<file path="src/rtl/pc_redirect_controller_pkg.sv">
// Core-wide definitions shared by the fetch-PC sequencer and its helpers.
package pc_redirect_controller_pkg;

    typedef enum logic [1:0] {
        ST_RUN    = 2'd0,
        ST_DRAIN  = 2'd1,
        ST_HALTED = 2'd2
    } pc_state_e;

    localparam int PC_INC      = 4;
    localparam int TAKEN_CNT_W = 16;

endpackage

</file>
<file path="src/rtl/pc_redirect_controller_sat_counter.sv">
// Saturating up-counter; sticks at all-ones once reached.
module sat_counter #(
    parameter int WIDTH = 16
) (
    input  logic             clk,
    input  logic             reset_n,
    input  logic             inc,
    output logic [WIDTH-1:0] count
);

    logic [WIDTH-1:0] r_count;

    always_ff @(posedge clk or negedge reset_n) begin
        if (!reset_n)
            r_count <= '0;
        else if (inc && (r_count != '1))
            r_count <= r_count + WIDTH'(1);
    end

    assign count = r_count;

endmodule

</file>
<file path="src/rtl/pc_redirect_controller.sv">
// Fetch PC owner: sequences the PC from EX-stage branch resolution, flushes
// younger stages on redirect, drains into a parked state on halt.
module pc_redirect_controller
    import pc_redirect_controller_pkg::*;
#(
    parameter int          PC_WIDTH     = 9,
    parameter logic [31:0] RESET_PC     = 32'h0,
    parameter int          DRAIN_CYCLES = 2
) (
    input  logic                   clk,
    input  logic                   reset_n,
    input  logic                   stall,
    input  logic                   redirect_valid,
    input  logic [31:0]            redirect_target,
    input  logic                   halt_req,
    input  logic                   resume,
    output logic [PC_WIDTH-1:0]    pc,
    output logic                   fetch_en,
    output logic                   flush_ifid,
    output logic                   flush_idex,
    output logic                   halted,
    output logic                   misalign_err,
    output logic [TAKEN_CNT_W-1:0] taken_count
);

    localparam logic [3:0] DRAIN_INIT = 4'(DRAIN_CYCLES - 1);

    pc_state_e           r_state;
    logic [PC_WIDTH-1:0] r_pc;
    logic [3:0]          r_drain_cnt;
    logic                r_misalign;

    logic                w_run;
    logic                w_misalign_redir;
    logic                w_taken_inc;
    logic [PC_WIDTH-1:0] w_target;
    logic                w_unused_tgt;

    assign w_run            = (r_state == ST_RUN);
    assign w_misalign_redir = redirect_valid && (redirect_target[1:0] != 2'b00);
    assign w_target         = redirect_target[PC_WIDTH-1:0];
    // Upper target bits are outside the instruction memory and deliberately dropped.
    assign w_unused_tgt     = ^redirect_target[31:PC_WIDTH];

    // Only a plain aligned redirect counts; trap and halt both preempt it.
    assign w_taken_inc = w_run && redirect_valid && !w_misalign_redir && !halt_req;

    always_ff @(posedge clk or negedge reset_n) begin
        if (!reset_n) begin
            r_state     <= ST_RUN;
            r_pc        <= RESET_PC[PC_WIDTH-1:0];
            r_drain_cnt <= '0;
            r_misalign  <= 1'b0;
        end else begin
            case (r_state)
                ST_RUN: begin
                    if (w_misalign_redir) begin
                        r_misalign  <= 1'b1;
                        r_drain_cnt <= DRAIN_INIT;
                        r_state     <= ST_DRAIN;
                    end else if (halt_req) begin
                        r_pc        <= w_target;
                        r_drain_cnt <= DRAIN_INIT;
                        r_state     <= ST_DRAIN;
                    end else if (redirect_valid) begin
                        r_pc <= w_target;
                    end else if (!stall) begin
                        r_pc <= r_pc + PC_WIDTH'(PC_INC);
                    end
                end
                ST_DRAIN: begin
                    if (r_drain_cnt == '0)
                        r_state <= ST_HALTED;
                    else
                        r_drain_cnt <= r_drain_cnt - 4'd1;
                end
                ST_HALTED: begin
                    // A misalignment trap is only cleared by reset.
                    if (resume && !r_misalign)
                        r_state <= ST_RUN;
                end
                default: r_state <= ST_RUN;
            endcase
        end
    end

    sat_counter #(.WIDTH(TAKEN_CNT_W)) u_taken_cnt (
        .clk     (clk),
        .reset_n (reset_n),
        .inc     (w_taken_inc),
        .count   (taken_count)
    );

    assign pc           = r_pc;
    assign fetch_en     = w_run && !stall;
    assign flush_ifid   = w_run && (redirect_valid || halt_req);
    assign flush_idex   = w_run && (redirect_valid || halt_req);
    assign halted       = (r_state == ST_HALTED);
    assign misalign_err = r_misalign;

endmodule

</file>
<file path="config.mk">
export PLATFORM = sky130hd
export DESIGN_NAME = pc_redirect_controller
export DESIGN_NICKNAME = d
export VERILOG_FILES = /design/src/rtl/pc_redirect_controller_pkg.sv /design/src/rtl/pc_redirect_controller_sat_counter.sv /design/src/rtl/pc_redirect_controller.sv
export SDC_FILE = /design/constraint.sdc
export NUM_CORES = 1
export LEC_CHECK = 0
export BUFFER_PORTS_ARGS = -buffer_cell sky130_fd_sc_hd__buf_2
export CAP_MARGIN = 10
export CORE_UTILIZATION = 47
export DETAILED_ROUTE_END_ITERATION = 12
export GPL_TIMING_DRIVEN = 0
export PLACE_DENSITY = 0.78
export RECOVER_POWER = 25
export SLEW_MARGIN = 15
export SYNTH_ARGS = -nofsm -noshare
export SYNTH_HDL_FRONTEND = slang
export SYNTH_SLANG_ARGS = --single-unit
</file>
<file path="constraint.sdc">
create_clock -name clk -period 1.8 [get_ports clk]
set_input_delay 0.18 -clock clk [delete_from_list [all_inputs] [get_ports clk]]
set_output_delay 0.18 -clock clk [all_outputs]
set_load 0.02 [all_outputs]
</file>
==> flow_metrics.tcl <==
set metrics [dict create \
    status "finished clean" \
    worstSetupStartpointType "flop" \
    post-route-period-util 0.985 \
    hold_class "in2reg" \
    max_freq_ghz 0.564 \
    clkSinkCount 32 \
    period_needed_ns 1.77 \
    synth_most_common_cell "dfrtp_1" \
    cts_buffers 5 \
    htreeDepth 2 \
    synth.area.top_cells "dfrtp_1 (46%), xor2_1 (6.6%), nand2_1 (5.2%)" \
    drt_iter0_markers 93 \
    synth_nets 221 \
    finalMaxSlewViolations 0 \
    dieHeight_um 62.6 \
    maxCapViolations 0 \
    via_per_inst 5.51 \
    gp_congestion 0.777 \
    fin_hold_ws_ns 0.0667 \
    setup_violations 0 \
    hold_viol 0 \
    cts_tree "done" \
    power_leakage_nw 1.12 \
    dieArea_sq_um 3920 \
    yosys_warnings 0 \
    grt_max_degree 33 \
    crit_fanout 6 \
    grt_pass1_wl_um 6600 \
    critPathSlowestCell "nor3_1" \
    final_nets 278 \
    required_ns 2.03 \
    end_kind "flop" \
    drive_gt1_frac 0.333 \
    synth_edf_count 0 \
    worst_clock_skew_ns 0.00574 \
    max-slew-margin-rel 0.479 \
    path_cells "nand4_1, nor3_1, nor3_1, xor2_1" \
    antenna_left 0 \
    fin_util 0.646 \
    die-width_um 62.6 \
    syn_area_per_cell_sq_um 9.65 \
    rows 21 \
    wl_per_cell_um 13.7 \
    postRouteWirelength_um 3890 \
    clock_latency_ns 0.34 \
    synth_flop_cell "dfrtp_1" \
    firstDrtPassIters 4 \
    critical_path_class "reg2reg" \
    rsz0062_at_grt "yes" \
    grt_pass1_vias 1387 \
    drc 0 \
    synth_top_area_share 0.463 \
    io_pins 68 \
    portBuffers 44 \
    power_density_nw_per_um2 1260 \
    seq_area_frac_synth 0.463 \
    dp_hpwl_um 2670 \
    area_growth_pct 27.7 \
    netlist_instances 179 \
    clkTransAtPathRegs_ns 0.10 \
    cpMostUsedCell "nor3_1" \
    antenna_found_initial 0 \
    diodes 0 \
    syn_area_sq_um 1730 \
    slowest_delay_ns 0.59 \
    reg2reg_slack_ns 0.03 \
    start_util 0.506 \
    synth_top_cell_by_area "dfrtp_1" \
    synth-seq-cells 32 \
    tightestPinTransition_ns 0.781 \
    grt_overflow 0 \
    core_area_sq_um 3420 \
    clockBufferDepth 2 \
    placedCellCount 269 \
    cp_data_arrival_time_ns 2.00 \
    vias 1559 \
    ir_worst_vdd_mv 0.728 \
    fin_cells 283 \
    synthArstFlopShare 1.00 \
    grt.total_usage 0.216 \
    synth_cell_type_count 43 \
    cts-root-buf "clkbuf_4" \
    synth_common_cells "dfrtp_1 (32), nand2_1 (24), xor2_1 (13)" \
]
## cells in the final DEF (no fill, tap or decap), types with 2 or more instances in the layout
master    count
clkbuf_8      2
xor2_1       13
nor3_1        7
ha_1          3
nor4_1        2
clkbuf_4      5
nand4_1       4
a31oi_1       3
nor4b_1       2
a21oi_1      10
nand2_1      23
nand3b_1      2
and3_1        2
nor2_1        7
buf_2        44
buf_4         7
nand3_1       8
nor3b_1       2
o21ai_0       7
and4_1        3
dfrtp_2       3
dfrtp_1      29
clkbuf_2      2
clkbuf_1      2
o32ai_1       2
mux2i_1       2
inv_1         7
nor4_2        3
o22ai_1       4
nor4_4        2
## flip-flops by register name, indices dropped and copies added, names as in the netlist
register / count
misalign_err: 1
pc: 9
r_drain_cnt: 4
r_state: 2
u_taken_cnt.count: 16
## worst max-delay path: cells and delay by family (launching register included)
kind,cells,cell delay (ns)
XOR/XNOR,1,0.17
flip-flops,1,0.45
AND/OR/NAND/NOR,3,1.03
## report_power, final
part           leakage [nW]  switching [mW]  internal, mW
Clock                0.0515           0.248         0.368
Sequential            0.406           0.193         0.900
Combinational         0.663           0.628         0.441
Total                  1.12            1.07          1.71
## layout make-up
| class | count | area [sq um] |
|---|---|---|
| buffer | 5 | 25.0 |
| clock buffer | 7 | 65.1 |
| timing repair buffer | 51 | 275 |
| multi-input combinational | 134 | 922 |
| clock inverter | 1 | 30.0 |
| sequential | 32 | 805 |
| inverter | 7 | 26.3 |
| tap | 46 | 57.6 |
| fill | 284 | 1210 |
## through the flow
step                area (sq um)  power [mW]  setup WS [ns]  TNS, ns
floorplan                   1730        1.77         0.0213        0
global placement            2010        2.07        0.00538        0
detailed placement          2010        2.09        0.00118        0
CTS                         2130        2.73        0.00159        0
global route                2210        2.99        -0.0590   -0.144
finish                      2210        2.78         0.0263        0
## metal layers
| layer | part of all wire | routed length [um] | GRT usage | up-vias |
|---|---|---|---|---|
| li1 | - | - | - | 764 |
| met1 | 0.48 | 1880 | 0.300 | 747 |
| met2 | 0.45 | 1760 | 0.315 | 40 |
| met3 | 0.042 | 165 | 0.0401 | 8 |
| met4 | 0.022 | 85 | 0.122 | 0 |
| met5 | 0 | 0 | 0 | - |
## path summary, 6_finish.rpt
kind,startpoint,endpoint,depth (start not counted)
worst max-delay path,u_taken_cnt.count[8],u_taken_cnt.count[8],4
worst min-delay path,redirect_target[2],pc[2],3
worst max register to register,u_taken_cnt.count[8],u_taken_cnt.count[8],4
worst min register to register,misalign_err,misalign_err,2
max in group asynchronous,reset_n,u_taken_cnt.count[0],2
min in group asynchronous,reset_n,r_drain_cnt[0],2
## kinds of logic after synthesis
kind of cell / after synthesis / share of synthesized area
compound gates: 33 / 0.119
xor+xnor: 14 / 0.0710
fa+ha+maj: 4 / 0.0290
buf+inv: 13 / 0.0319
flops: 32 / 0.463
mux: 3 / 0.0181
simple gates: 80 / 0.267
## timing repair
action,4_1_cts,5_1_grt
setup buffers,3,3
hold endpoints to repair,32,0
setup endpoints to repair,1,12
pin swaps,2,4
hold buffers,1,0
gates resized for setup,2,13
No activity file was read; power rests on OpenSTA's default activity.
